==> config.mk <==
export PLATFORM = sky130hd
export DESIGN_NAME = addr_seq
export DESIGN_NICKNAME = d
export VERILOG_FILES = /design/src/rtl/addr_seq_pkg.sv /design/src/rtl/addr_index_add.sv /design/src/rtl/addr_seq.sv
export SDC_FILE = /design/constraint.sdc
export NUM_CORES = 1
export LEC_CHECK = 0
export ABC_AREA = 1
export BUFFER_PORTS_ARGS = -buffer_cell sky130_fd_sc_hd__buf_2
export CORE_ASPECT_RATIO = 0.5
export CORE_MARGIN = 1.5
export CORE_UTILIZATION = 55
export CTS_BUF_LIST = sky130_fd_sc_hd__clkbuf_2 sky130_fd_sc_hd__clkbuf_4 sky130_fd_sc_hd__clkbuf_8
export DETAILED_ROUTE_END_ITERATION = 8
export PLACE_DENSITY = 0.88
export SKIP_LAST_GASP = 1
export SYNTH_ARGS = -nofsm -noshare
export SYNTH_HDL_FRONTEND = slang
export SYNTH_SLANG_ARGS = --single-unit
==> constraint.sdc <==
create_clock -name clk_i -period 8.95 [get_ports clk_i]
set_clock_uncertainty 0.15 [all_clocks]
set_input_delay 0 -clock clk_i [delete_from_list [all_inputs] [get_ports clk_i]]
set_output_delay 0 -clock clk_i [all_outputs]
set_load 0.01 [all_outputs]
==> src/rtl/addr_seq_pkg.sv <==
// Shared widths, addressing-mode codes and small helpers for the addr_seq sequencer.
package addr_seq_pkg;

    localparam int unsigned ADDR_W  = 16;
    localparam int unsigned DATA_W  = 8;
    localparam int unsigned HI_W    = ADDR_W - DATA_W;
    localparam int unsigned MODE_W  = 4;
    localparam int unsigned PCINC_W = 2;

    localparam logic [MODE_W-1:0] C_ADDR_MODE_IMP = 4'd0;
    localparam logic [MODE_W-1:0] C_ADDR_MODE_ACC = 4'd1;
    localparam logic [MODE_W-1:0] C_ADDR_MODE_IMM = 4'd2;
    localparam logic [MODE_W-1:0] C_ADDR_MODE_REL = 4'd3;
    localparam logic [MODE_W-1:0] C_ADDR_MODE_ZPG = 4'd4;
    localparam logic [MODE_W-1:0] C_ADDR_MODE_ZPX = 4'd5;
    localparam logic [MODE_W-1:0] C_ADDR_MODE_ZPY = 4'd6;
    localparam logic [MODE_W-1:0] C_ADDR_MODE_ABS = 4'd7;
    localparam logic [MODE_W-1:0] C_ADDR_MODE_ABX = 4'd8;
    localparam logic [MODE_W-1:0] C_ADDR_MODE_ABY = 4'd9;
    localparam logic [MODE_W-1:0] C_ADDR_MODE_IND = 4'd10;
    localparam logic [MODE_W-1:0] C_ADDR_MODE_INX = 4'd11;
    localparam logic [MODE_W-1:0] C_ADDR_MODE_INY = 4'd12;

    // Modes that fetch at least one operand byte; undefined codes behave as IMP.
    function automatic logic mode_fetches(input logic [MODE_W-1:0] mode);
        return (mode >= C_ADDR_MODE_IMM) && (mode <= C_ADDR_MODE_INY);
    endfunction

    function automatic logic [ADDR_W-1:0] zp_addr(input logic [DATA_W-1:0] a);
        return {HI_W'(0), a};
    endfunction

endpackage

==> src/rtl/addr_index_add.sv <==
// Combinational base + index adder; reports carry out of the low byte as a page crossing.
module addr_index_add
    import addr_seq_pkg::*;
(
    input  logic [ADDR_W-1:0] base_i,
    input  logic [DATA_W-1:0] idx_i,
    output logic [ADDR_W-1:0] sum_c_o,
    output logic              page_carry_c_o
);

    logic [DATA_W:0] lo_sum;

    assign lo_sum         = {1'b0, base_i[DATA_W-1:0]} + {1'b0, idx_i};
    assign page_carry_c_o = lo_sum[DATA_W];
    assign sum_c_o        = {base_i[ADDR_W-1:DATA_W] + HI_W'(page_carry_c_o), lo_sum[DATA_W-1:0]};

endmodule

==> src/rtl/addr_seq.sv <==
// 6502 addressing-mode sequencer: fetches operand/pointer bytes and produces EA.
// ADDR_SEQ_IND_PAGE_FIX_EN selects a full 16-bit carry for the IND high-byte pointer.
module addr_seq
    import addr_seq_pkg::*;
(
    input  logic                clk_i,
    input  logic                rst_n_i,
    input  logic                start_i,
    input  logic [MODE_W-1:0]   addr_mode_i,
    input  logic [ADDR_W-1:0]   pc_i,
    input  logic [DATA_W-1:0]   x_i,
    input  logic [DATA_W-1:0]   y_i,
    input  logic                rdy_i,
    input  logic [DATA_W-1:0]   din_i,
    output logic [ADDR_W-1:0]   bus_addr_o,
    output logic                bus_rd_o,
    output logic [ADDR_W-1:0]   ea_o,
    output logic [DATA_W-1:0]   operand_o,
    output logic [PCINC_W-1:0]  pc_inc_o,
    output logic                page_cross_o,
    output logic                done_o,
    output logic                busy_o
);

    typedef enum logic [2:0] {
        S_IDLE   = 3'd0,
        S_OP_LO  = 3'd1,
        S_OP_HI  = 3'd2,
        S_PTR_LO = 3'd3,
        S_PTR_HI = 3'd4,
        S_FIN    = 3'd5
    } state_e;

    state_e              state_q, state_d;
    logic [ADDR_W-1:0]   pc_q, pc_d;
    logic [MODE_W-1:0]   mode_q, mode_d;
    logic [ADDR_W-1:0]   ptr_q, ptr_d;
    logic [DATA_W-1:0]   lo_q, lo_d;
    logic [ADDR_W-1:0]   bus_addr_q, bus_addr_d;
    logic                bus_rd_q, bus_rd_d;
    logic [ADDR_W-1:0]   ea_q, ea_d;
    logic [DATA_W-1:0]   operand_q, operand_d;
    logic [PCINC_W-1:0]  pc_inc_q, pc_inc_d;
    logic                page_cross_q, page_cross_d;
    logic                done_q, done_d;
    logic                busy_q, busy_d;

    logic [DATA_W-1:0]   zp_idx, zp_sum, abs_idx;
    logic [ADDR_W-1:0]   idx_sum, ind_hi_addr, page_hi_addr, hi_ptr_addr;
    logic                idx_carry;

    // Zero-page index: X for ZPX/INX, Y for ZPY, none otherwise.
    assign zp_idx = (mode_q == C_ADDR_MODE_ZPX || mode_q == C_ADDR_MODE_INX) ? x_i :
                    (mode_q == C_ADDR_MODE_ZPY) ? y_i : '0;
    assign zp_sum = din_i + zp_idx;

    assign abs_idx = (mode_q == C_ADDR_MODE_ABX) ? x_i :
                     (mode_q == C_ADDR_MODE_ABY || mode_q == C_ADDR_MODE_INY) ? y_i : '0;

    // The final byte always arrives on din_i with the low byte parked in lo_q.
    addr_index_add u_index_add (
        .base_i         ({din_i, lo_q}),
        .idx_i          (abs_idx),
        .sum_c_o        (idx_sum),
        .page_carry_c_o (idx_carry)
    );

`ifdef ADDR_SEQ_IND_PAGE_FIX_EN
    assign ind_hi_addr = ptr_q + ADDR_W'(1);
`else
    assign ind_hi_addr = {ptr_q[ADDR_W-1:DATA_W], ptr_q[DATA_W-1:0] + DATA_W'(1)};
`endif
    assign page_hi_addr = {ptr_q[ADDR_W-1:DATA_W], ptr_q[DATA_W-1:0] + DATA_W'(1)};
    assign hi_ptr_addr  = (mode_q == C_ADDR_MODE_IND) ? ind_hi_addr : page_hi_addr;

    // Next-state and registered-output computation.
    always_comb begin
        state_d      = state_q;
        pc_d         = pc_q;
        mode_d       = mode_q;
        ptr_d        = ptr_q;
        lo_d         = lo_q;
        bus_addr_d   = bus_addr_q;
        ea_d         = ea_q;
        operand_d    = operand_q;
        pc_inc_d     = pc_inc_q;
        page_cross_d = page_cross_q;

        case (state_q)
            S_IDLE: begin
                if (start_i) begin
                    pc_d   = pc_i;
                    mode_d = addr_mode_i;
                    if (mode_fetches(addr_mode_i)) begin
                        state_d    = S_OP_LO;
                        bus_addr_d = pc_i;
                    end else begin
                        state_d      = S_FIN;
                        ea_d         = '0;
                        operand_d    = '0;
                        pc_inc_d     = '0;
                        page_cross_d = 1'b0;
                    end
                end
            end
            S_OP_LO: begin
                if (rdy_i) begin
                    lo_d = din_i;
                    case (mode_q)
                        C_ADDR_MODE_IMM, C_ADDR_MODE_REL: begin
                            state_d      = S_FIN;
                            operand_d    = din_i;
                            ea_d         = pc_q;
                            pc_inc_d     = PCINC_W'(1);
                            page_cross_d = 1'b0;
                        end
                        C_ADDR_MODE_ZPG, C_ADDR_MODE_ZPX, C_ADDR_MODE_ZPY: begin
                            state_d      = S_FIN;
                            operand_d    = '0;
                            ea_d         = zp_addr(zp_sum);
                            pc_inc_d     = PCINC_W'(1);
                            page_cross_d = 1'b0;
                        end
                        C_ADDR_MODE_INX, C_ADDR_MODE_INY: begin
                            state_d    = S_PTR_LO;
                            ptr_d      = zp_addr(zp_sum);
                            bus_addr_d = zp_addr(zp_sum);
                        end
                        default: begin
                            state_d    = S_OP_HI;
                            bus_addr_d = pc_q + ADDR_W'(1);
                        end
                    endcase
                end
            end
            S_OP_HI: begin
                if (rdy_i) begin
                    if (mode_q == C_ADDR_MODE_IND) begin
                        state_d    = S_PTR_LO;
                        ptr_d      = {din_i, lo_q};
                        bus_addr_d = {din_i, lo_q};
                    end else begin
                        state_d      = S_FIN;
                        operand_d    = '0;
                        ea_d         = idx_sum;
                        pc_inc_d     = PCINC_W'(2);
                        page_cross_d = idx_carry;
                    end
                end
            end
            S_PTR_LO: begin
                if (rdy_i) begin
                    state_d    = S_PTR_HI;
                    lo_d       = din_i;
                    bus_addr_d = hi_ptr_addr;
                end
            end
            S_PTR_HI: begin
                if (rdy_i) begin
                    state_d      = S_FIN;
                    operand_d    = '0;
                    ea_d         = idx_sum;
                    pc_inc_d     = (mode_q == C_ADDR_MODE_IND) ? PCINC_W'(2) : PCINC_W'(1);
                    page_cross_d = idx_carry;
                end
            end
            S_FIN: begin
                state_d = S_IDLE;
            end
            default: begin
                state_d = S_IDLE;
            end
        endcase

        bus_rd_d = (state_d == S_OP_LO) || (state_d == S_OP_HI) ||
                   (state_d == S_PTR_LO) || (state_d == S_PTR_HI);
        if (!bus_rd_d) begin
            bus_addr_d = '0;
        end
        busy_d = (state_d != S_IDLE);
        done_d = (state_d == S_FIN);
    end

    always_ff @(posedge clk_i) begin
        if (!rst_n_i) begin
            state_q      <= S_IDLE;
            pc_q         <= '0;
            mode_q       <= '0;
            ptr_q        <= '0;
            lo_q         <= '0;
            bus_addr_q   <= '0;
            bus_rd_q     <= 1'b0;
            ea_q         <= '0;
            operand_q    <= '0;
            pc_inc_q     <= '0;
            page_cross_q <= 1'b0;
            done_q       <= 1'b0;
            busy_q       <= 1'b0;
        end else begin
            state_q      <= state_d;
            pc_q         <= pc_d;
            mode_q       <= mode_d;
            ptr_q        <= ptr_d;
            lo_q         <= lo_d;
            bus_addr_q   <= bus_addr_d;
            bus_rd_q     <= bus_rd_d;
            ea_q         <= ea_d;
            operand_q    <= operand_d;
            pc_inc_q     <= pc_inc_d;
            page_cross_q <= page_cross_d;
            done_q       <= done_d;
            busy_q       <= busy_d;
        end
    end

    assign bus_addr_o   = bus_addr_q;
    assign bus_rd_o     = bus_rd_q;
    assign ea_o         = ea_q;
    assign operand_o    = operand_q;
    assign pc_inc_o     = pc_inc_q;
    assign page_cross_o = page_cross_q;
    assign done_o       = done_q;
    assign busy_o       = busy_q;

endmodule

==> flow_summary.json, run 1 <==
{
  "status": "finished clean",
  "hpwl_microns": 14300,
  "p_clk_frac": 0.228,
  "final_cell_mix": "nand2_1 (200), a21oi_1 (106), inv_1 (103), dfxtp_1 (93), buf_2 (93)",
  "dp_slack_ns": 4.87,
  "min_path_type": "in2reg",
  "htreeDepth": 3,
  "syn_inst": 887,
  "critPathBufInv": 1,
  "nets": 1065,
  "globalRouteOverflowTotal": 0,
  "final-max-slew-violation-count": 0,
  "io_pins": 94,
  "totalWireLength_microns": 19500,
  "grt_pass1_wl_microns": 29700,
  "post_cts.repair.setup_buffers": 0,
  "p_seq_frac": 0.379,
  "cts-resized-gates": 0,
  "crit_fanout": 8,
  "clock.fmax_mhz": 236,
  "relSlewSlack": 0.224,
  "drive_above_1_share": 0.152,
  "p_leak_nw": 3.12,
  "crit_arrival_ns": 4.39,
  "path_cells": "nor2_1 > nand3_1 > a21boi_1 > o22ai_1 > ha_1 > fa_1 > nand4_1 > nand3_1 > nand2_1 > a21oi_1 > or2_2 > ha_1 > ha_1 > nand2_1 > inv_1 > nand3_1 > nor2_1 > xor2_1 > o22ai_1 > nand2_1 > a21oi_1",
  "cts_hold_buf": 29,
  "drtIter0Drc": 812,
  "core_sq_um": 10200,
  "via_per_inst": 5.82,
  "powerDensity_nw_per_um2": 209,
  "critPathCaptureType": "flip-flop",
  "async_reset_ff_frac": 0,
  "final_common_cell": "nand2_1",
  "synth_fp_nets": 956,
  "cts.sinks": 93,
  "timing.final.crit_share": 0.474,
  "p_total_w": 0.00142,
  "firstDrtPassIters": 7,
  "ir_worst_vdd_v": 0.000114,
  "sw_frac_of_total": 0.424,
  "rows": 26,
  "dieArea_sq_um": 11200,
  "p_int_w": 0.000821,
  "tns_ns": 0,
  "fin_crit_ns": 4.25,
  "cts_tree": "done",
  "grt_antenna_before_repair": 0,
  "slowest_stage": "a21boi_1",
  "dp_cells": 1096,
  "drc_errors": 0,
  "comb_power_share": 0.393,
  "n_antenna_cell": 0,
  "grt_pass1_vias": 5782,
  "synth-main-ff-cell": "dfxtp_1",
  "ys_ff_latch": 93,
  "syn_area_per_cell_sq_um": 6.52,
  "finalSetupViolCount": 0,
  "yosysSeqAreaShare": 0.322,
  "die_h_microns": 75.5,
  "start_kind": "flip-flop",
  "cap_violations": 0,
  "power.switching_w": 0.000604,
  "grt_max_degree": 45,
  "tightest_slew_ns": 1.16,
  "portBuffers": 93,
  "dr_total_vias": 6639,
  "rsz0062_at_grt": "false",
  "syn_to_final_growth_pct": 17.8,
  "cp_top_family": "simple AND/OR/NAND/NOR gates",
  "cts.path.max_buffers": 2,
  "ys_warn_count": 0,
  "gp_congestion": 0.982,
  "root_buffer": "clkbuf_8",
  "initial_core_util": 0.567,
  "cts_made_buffers": 9,
  "max_stage_delay_ns": 0.64,
  "critPathKind": "reg2reg",
  "wl_per_cell_microns": 17.1,
  "grt_use_total": 0.350,
  "ant_nets": 0,
  "ys_types": 43,
  "hold_violations": 0,
  "finalWorstSetupSlack_ns": 4.70,
  "worstSkewPairLatency_ns": 0.38,
  "clk_pin_slew_ns": 0.09,
  "synth_enable_flop_cells": 0,
  "crit_required_ns": 9.10,
  "die_w_microns": 148,
  "syn-cell-area_sq_um": 5790,
  "fin_cells": 1140
}
## registers in the layout (all words and copies together), names as in the netlist
register      count
bus_addr_o       16
ea_o             16
pc_q             16
ptr_q            16
lo_q              8
operand_o         8
mode_q            4
state_q           3
pc_inc_o          2
bus_rd_o          1
busy_o            1
done_o            1
page_cross_o      1
## cells by family after synthesis
kind of cell,Yosys count,synth area share
DFF,93,0.322
xor gates and xnor gates,7,0.0106
buffers and inverters,137,0.0953
AOI/OAI and AO/OA,233,0.223
and+or+nand+nor,396,0.302
adders and majority gates,21,0.0480
## worst paths after layout
check        startpoint        to  slack [ns]  cells after the start
max           mode_q[1]  ea_o[14]        4.70                     21
min              y_i[0]   ea_o[0]        0.07                      6
max reg2reg   mode_q[1]  ea_o[14]        4.70                     21
min reg2reg     ea_o[2]   ea_o[2]        0.31                      2
## power groups by stage
stage | Sequential [W] | Clock [W] | Combinational, W
2_1_floorplan | 0.000549 | 0 | 0.000373
3_3_place_gp | 0.000543 | 0 | 0.000525
3_5_place_dp | 0.000544 | 0 | 0.000530
4_1_cts | 0.000535 | 0.000325 | 0.000543
5_1_grt | 0.000547 | 0.000342 | 0.000615
6_report | 0.000540 | 0.000324 | 0.000560
## synthesized netlist by cell type, types with 4 or more instances
| master | count | share of area |
|---|---|---|
| a21oi_1 | 106 | 0.092 |
| nand3_1 | 70 | 0.061 |
| nand4_1 | 16 | 0.017 |
| o21ai_1 | 11 | 0.0095 |
| nor2_2 | 7 | 0.0076 |
| a31oi_1 | 7 | 0.0076 |
| inv_1 | 103 | 0.067 |
| o22ai_1 | 18 | 0.019 |
| inv_2 | 6 | 0.0039 |
| or2_2 | 5 | 0.0054 |
| buf_4 | 5 | 0.0065 |
| clkbuf_1 | 15 | 0.0097 |
| o21ai_0 | 66 | 0.057 |
| a21oi_2 | 7 | 0.011 |
| dfxtp_1 | 93 | 0.32 |
| nor2_4 | 5 | 0.0097 |
| nor3_1 | 10 | 0.0086 |
| ha_1 | 19 | 0.041 |
| nand2_1 | 200 | 0.13 |
| xnor2_1 | 4 | 0.0061 |
| nand2_2 | 8 | 0.0086 |
| nor2_1 | 70 | 0.045 |
## area by class of cell
type	count	area [sq um]
sequential	93	1860
inverter	112	420
tap	140	175
fill	923	3400
multi-input combinational	657	3370
clock inverter	5	82.6
timing repair buffer	123	763
clock buffer	10	138
## metrics by stage
stage,area [sq um],utilization,hold slack (ns)
after detailed placement,6300,0.617,0.150
after floorplan,5790,-,-0.0167
after CTS,6810,0.667,0.0595
final,6810,0.667,0.0723
after global placement,6300,0.617,0.145
after global routing,6810,0.667,0.107
## tightest hold or removal path: stages
cell and delay (ns):
buf_2 0.07, inv_1 0.05, o22ai_1 0.14, ha_1 0.14, nand2_1 0.05, a31oi_1 0.12
## per-layer routing
layer | vias to the layer above | GRT usage | part of all wire
met1 | 3004 | 0.495 | 0.45
met5 | - | 0.0250 | 0.0013
met3 | 36 | 0.101 | 0.14
li1 | 3182 | - | -
met2 | 415 | 0.526 | 0.40
met4 | 2 | 0.0814 | 0.012
No activity file was read; power rests on OpenSTA's default activity.
==> inputs of run 2 (changes only) <==
--- a/config.mk
+++ b/config.mk
@@ -9,10 +9,10 @@
 export BUFFER_PORTS_ARGS = -buffer_cell sky130_fd_sc_hd__buf_2
 export CORE_ASPECT_RATIO = 0.5
 export CORE_MARGIN = 1.5
-export CORE_UTILIZATION = 55
+export CORE_UTILIZATION = 53
 export CTS_BUF_LIST = sky130_fd_sc_hd__clkbuf_2 sky130_fd_sc_hd__clkbuf_4 sky130_fd_sc_hd__clkbuf_8
 export DETAILED_ROUTE_END_ITERATION = 8
-export PLACE_DENSITY = 0.88
+export PLACE_DENSITY = 0.89
 export SKIP_LAST_GASP = 1
 export SYNTH_ARGS = -nofsm -noshare
 export SYNTH_HDL_FRONTEND = slang
==> constraint.sdc (replaced) <==
create_clock -name clk_i -period 3.9 [get_ports clk_i]
set_clock_uncertainty 0.15 [all_clocks]
set_input_delay 0 -clock clk_i [delete_from_list [all_inputs] [get_ports clk_i]]
set_output_delay 0 -clock clk_i [all_outputs]
set_load 0.01 [all_outputs]
==> flow_summary.json, run 2 (synthesis gave the netlist of run 1 again) <==
{
  "status": "finished clean",
  "power.switching_w": 0.00141,
  "dieArea_sq_um": 11600,
  "nFillCells": 966,
  "io_pins": 94,
  "critPathCaptureType": "flip-flop",
  "globalRouteOverflowTotal": 0,
  "p_int_w": 0.00184,
  "drc_errors": 0,
  "firstDrtPassIters": 6,
  "timing.final.crit_share": 0.927,
  "totalWireLength_microns": 19100,
  "cts.sinks": 93,
  "grt_antenna_before_repair": 0,
  "clock.fmax_mhz": 277,
  "min_path_type": "in2reg",
  "fin_cells": 1145,
  "final_common_cell": "nand2_1",
  "gp_congestion": 1.01,
  "rows": 26,
  "cts_tree": "done",
  "final_cell_mix": "nand2_1 (199), a21oi_1 (106), inv_1 (103), buf_2 (93), dfxtp_1 (92)",
  "hpwl_microns": 14000,
  "via_per_inst": 5.82,
  "relSlewSlack": 0.215,
  "rsz0062_at_grt": "false",
  "p_seq_frac": 0.380,
  "p_total_w": 0.00325,
  "portBuffers": 93,
  "tightest_slew_ns": 1.18,
  "final-seq-area_sq_um": 1860,
  "die_h_microns": 76.9,
  "tns_ns": 0,
  "htreeDepth": 3,
  "wl_per_cell_microns": 16.7,
  "clk_pin_slew_ns": 0.11,
  "powerDensity_nw_per_um2": 475,
  "fin_crit_ns": 3.62,
  "crit_arrival_ns": 3.78,
  "syn_to_final_growth_pct": 18.3,
  "crit_fanout": 7,
  "final-max-slew-violation-count": 0,
  "drive_above_1_share": 0.158,
  "dp_cells": 1099,
  "ant_nets": 0,
  "sw_frac_of_total": 0.434,
  "die_w_microns": 151,
  "ir_worst_vdd_v": 0.000247,
  "multiInputGateArea_sq_um": 3380,
  "root_buffer": "clkbuf_8",
  "comb_power_share": 0.397,
  "p_clk_frac": 0.223,
  "worstSkewPairLatency_ns": 0.39,
  "crit_required_ns": 4.06,
  "initial_core_util": 0.556,
  "finalSetupViolCount": 0,
  "cts.path.max_buffers": 2,
  "grt_pass1_vias": 5864,
  "cts_made_buffers": 9,
  "grt_use_total": 0.339,
  "grt_pass1_wl_microns": 30300,
  "n_antenna_cell": 0,
  "drtIter0Drc": 906,
  "critPathKind": "reg2reg",
  "cap_violations": 0,
  "nets": 1069,
  "p_leak_nw": 3.13,
  "finish.utilization": 0.658,
  "core_sq_um": 10400,
  "grt_max_degree": 45,
  "hold_violations": 0,
  "start_kind": "flip-flop",
  "dr_total_vias": 6660
}
==> run 2: layout make-up <==
class	count	area share
Multi-Input combinational cell	657	0.494
Sequential cell	93	0.272
Timing Repair Buffer	127	0.116
Inverter	112	0.0614
Tap cell	140	0.0256
Clock buffer	10	0.0201
Clock inverter	6	0.0110
==> run 2: layer usage <==
metal	vias up	global-route usage	share of wire
met5	-	0	0
met4	0	0.0825	0.019
met3	39	0.0905	0.14
met2	416	0.476	0.38
met1	3007	0.507	0.46
li1	3198	-	-
==> run 2: final timing paths <==
path              cells after the start      start         to  slack (ns)
setup / recovery                     21  mode_q[1]   ea_o[14]        0.28
hold / removal                        4    rst_n_i    pc_q[8]        0.02
setup reg to reg                     21  mode_q[1]   ea_o[14]        0.28
hold reg to reg                       2  ptr_q[14]  ptr_q[14]        0.32
==> run 2: worst max-delay path, cell delays in order, from the launching register on <==
cell and delay (ns):
dfxtp_2 0.39, nor2_2 0.07, nand3_1 0.11, a21boi_1 0.22
buf_4 0.19, o22ai_1 0.11, fa_1 0.47, nand4_1 0.15
nand3_1 0.08, nand2_1 0.09, a21oi_1 0.07, or2_2 0.30
ha_1 0.23, ha_1 0.20, nand2_1 0.08, inv_1 0.06
nand3_1 0.08, nor2_1 0.05, xor2_1 0.14, o22ai_1 0.11
nand2_1 0.07, a21oi_1 0.12
==> run 2: metrics by stage <==
step | instance area (sq um) | setup WS, ns | hold slack, ns
after floorplan | 5790 | 0.395 | -0.0167
after global placement | 6330 | 0.397 | 0.146
after detailed placement | 6330 | 0.312 | 0.154
after CTS | 6840 | 0.262 | 0.00391
after global routing | 6850 | 0.0186 | 0.0480
final | 6850 | 0.284 | 0.0175
==> run 2: what timing repair did <==
action / CTS / global route
setup endpoints to repair: 0 / 1
setup buffers: 0 / 0
hold buffers: 30 / 0
hold endpoints to repair: 57 / 0
resized for setup: 0 / 3
==> run 2: power groups by stage <==
stage / logic, W / registers, W / clock network, W
after floorplan: 0.000855 / 0.00126 / 0
after global placement: 0.00120 / 0.00124 / 0
after detailed placement: 0.00122 / 0.00125 / 0
after CTS: 0.00126 / 0.00123 / 0.000723
after global routing: 0.00142 / 0.00125 / 0.000760
final: 0.00129 / 0.00124 / 0.000725
==> inputs of run 3 (changes only) <==
==> constraint.sdc (replaced) <==
create_clock -name clk_i -period 3.25 [get_ports clk_i]
set_clock_uncertainty 0.15 [all_clocks]
set_input_delay 0 -clock clk_i [delete_from_list [all_inputs] [get_ports clk_i]]
set_output_delay 0 -clock clk_i [all_outputs]
set_load 0.01 [all_outputs]
==> flow_summary.json, run 3 (synthesis gave the netlist of run 1 again) <==
{
  "dr_wl_met2_microns": 7710,
  "grt_use_total": 0.334,
  "m1WireLength_microns": 8540,
  "r2r_slack_ns": -0.01,
  "powerDensity_nw_per_um2": 549,
  "htreeDepth": 3,
  "tns_ns": -0.0131,
  "highest_layer": "met4",
  "rsz0062_at_grt": "true",
  "p_leak_nw": 3.27,
  "globalRouteOverflowTotal": 0,
  "cts.path.max_buffers": 2,
  "totalWireLength_microns": 19400,
  "nFillCells": 913,
  "clk_pin_slew_ns": 0.10,
  "dr_total_vias": 6644,
  "cts.sinks": 93,
  "cap_violations": 0,
  "timing.final.crit_share": 1.00,
  "finalWorstSetupSlack_ns": -0.0131,
  "ff2ff_path_depth": 21,
  "final-max-slew-violation-count": 0,
  "firstDrtPassIters": 5,
  "hpwl_microns": 14000,
  "syn_to_final_growth_pct": 24.7,
  "clock.fmax_mhz": 306,
  "cts_tree": "done",
  "portBuffers": 93,
  "dieArea_sq_um": 11600,
  "final_common_cell": "nand2_1",
  "gp_congestion": 0.966,
  "crit_required_ns": 3.39,
  "timing.hold.ws_ns": 0.0396,
  "relSlewSlack": 0.240,
  "hold_violations": 0,
  "rows": 26,
  "grt_pass1_vias": 5911,
  "worstSkewPairLatency_ns": 0.38,
  "violations": "negative setup slack",
  "crit_fanout": 4,
  "min_from": "start_i",
  "grt_max_degree": 44,
  "wl_met3_microns": 2820,
  "tightest_slew_ns": 1.14,
  "ir_worst_vdd_v": 0.000318,
  "critPathCaptureType": "flip-flop",
  "ant_nets": 0,
  "wl_per_cell_microns": 16.6,
  "reg2reg_to": "ea_o[14]",
  "core_sq_um": 10400,
  "finalSetupViolCount": 1,
  "via_per_inst": 5.68,
  "final_cell_mix": "nand2_1 (195), a21oi_1 (104), inv_1 (101), buf_2 (93), dfxtp_1 (89)",
  "critPathKind": "reg2reg",
  "drtIter0Drc": 791,
  "start_kind": "flip-flop",
  "drc_errors": 0,
  "grt_pass1_wl_microns": 29900,
  "n_antenna_cell": 0,
  "die_w_microns": 151,
  "hold_end": "state_q[2]",
  "worstHoldPathCells": 5,
  "drive_above_1_share": 0.211,
  "io_pins": 94,
  "status": "finished with violations",
  "grt_antenna_before_repair": 0,
  "fin_crit_ns": 3.26,
  "initial_core_util": 0.556,
  "min_path_type": "in2reg",
  "r2r_start": "mode_q[0]",
  "die_h_microns": 76.9,
  "root_buffer": "clkbuf_8",
  "nets": 1094,
  "cts_made_buffers": 9,
  "crit_arrival_ns": 3.40
}
==> run 3: final cells by class <==
cell class	count	area, sq um	share of cell area
Clock buffer	11	145	0.0201
Clock inverter	4	56.3	0.00780
Inverter	112	420	0.0582
Multi-Input combinational cell	657	3560	0.494
Sequential cell	93	1870	0.259
Tap cell	140	175	0.0243
Timing Repair Buffer	152	985	0.136
==> run 3: per-layer routing <==
layer  track usage  vias to the layer above
li1              -                     3237
met1         0.486                     2974
met2         0.472                      401
met3         0.104                       32
met4        0.0854                        0
met5             0                        -
==> run 3: stage by stage <==
| stage | instance area, sq um | std cells | total power [W] | worst slack [ns] | util |
|---|---|---|---|---|---|
| final | 7220 | 1169 | 0.00396 | -0.0131 | 0.693 |
| after global routing | 7220 | 1169 | 0.00420 | -0.132 | 0.693 |
| after global placement | 6500 | 1120 | 0.00299 | -0.0608 | 0.624 |
| after detailed placement | 6500 | 1120 | 0.00302 | -0.208 | 0.624 |
| after floorplan | 5800 | 887 | 0.00254 | 0.0323 | - |
| after CTS | 7090 | 1166 | 0.00389 | 0.00151 | 0.681 |
==> run 3: worst max path at each step <==
stage          startpoint       end  slack [ns]  depth (start not counted)
3_5_place_dp    mode_q[0]  ea_o[14]       -0.21                         21
6_report        mode_q[0]  ea_o[14]       -0.01                         21
3_3_place_gp    mode_q[0]  ea_o[14]       -0.06                         21
2_1_floorplan   mode_q[1]  ea_o[14]        0.03                         21
4_1_cts         mode_q[1]  ea_o[14]       0.002                         23
5_1_grt         mode_q[0]  ea_o[14]       -0.13                         21
==> run 3: critical path, stage by stage, from the launching register on <==
cell,delay (ns)
dfxtp_4,0.37
inv_1,0.08
nor2_2,0.06
a21boi_4,0.21
o22ai_2,0.10
ha_2,0.19
fa_2,0.34
nand4_1,0.11
nand3_1,0.11
nand2_2,0.08
a21oi_2,0.06
or2_4,0.27
ha_4,0.18
ha_4,0.16
nand2_2,0.07
inv_2,0.05
nand3_2,0.08
nor2_2,0.05
xor2_1,0.16
o22ai_1,0.12
nand2_1,0.07
a21oi_1,0.12
==> run 3: timing repair <==
item,4_1_cts,5_1_grt
gates resized for setup,20,23
pin swaps,8,12
hold buffers,29,0
buffers inserted,2,3
hold endpoints to repair,57,0
endpoints found under the setup margin,4,12
cloned,0,0
==> run 3: report_power, final <==
part	switching, W	internal, W
Sequential	0.000157	0.00133
Combinational	0.00110	0.000558
Clock	0.000434	0.000387
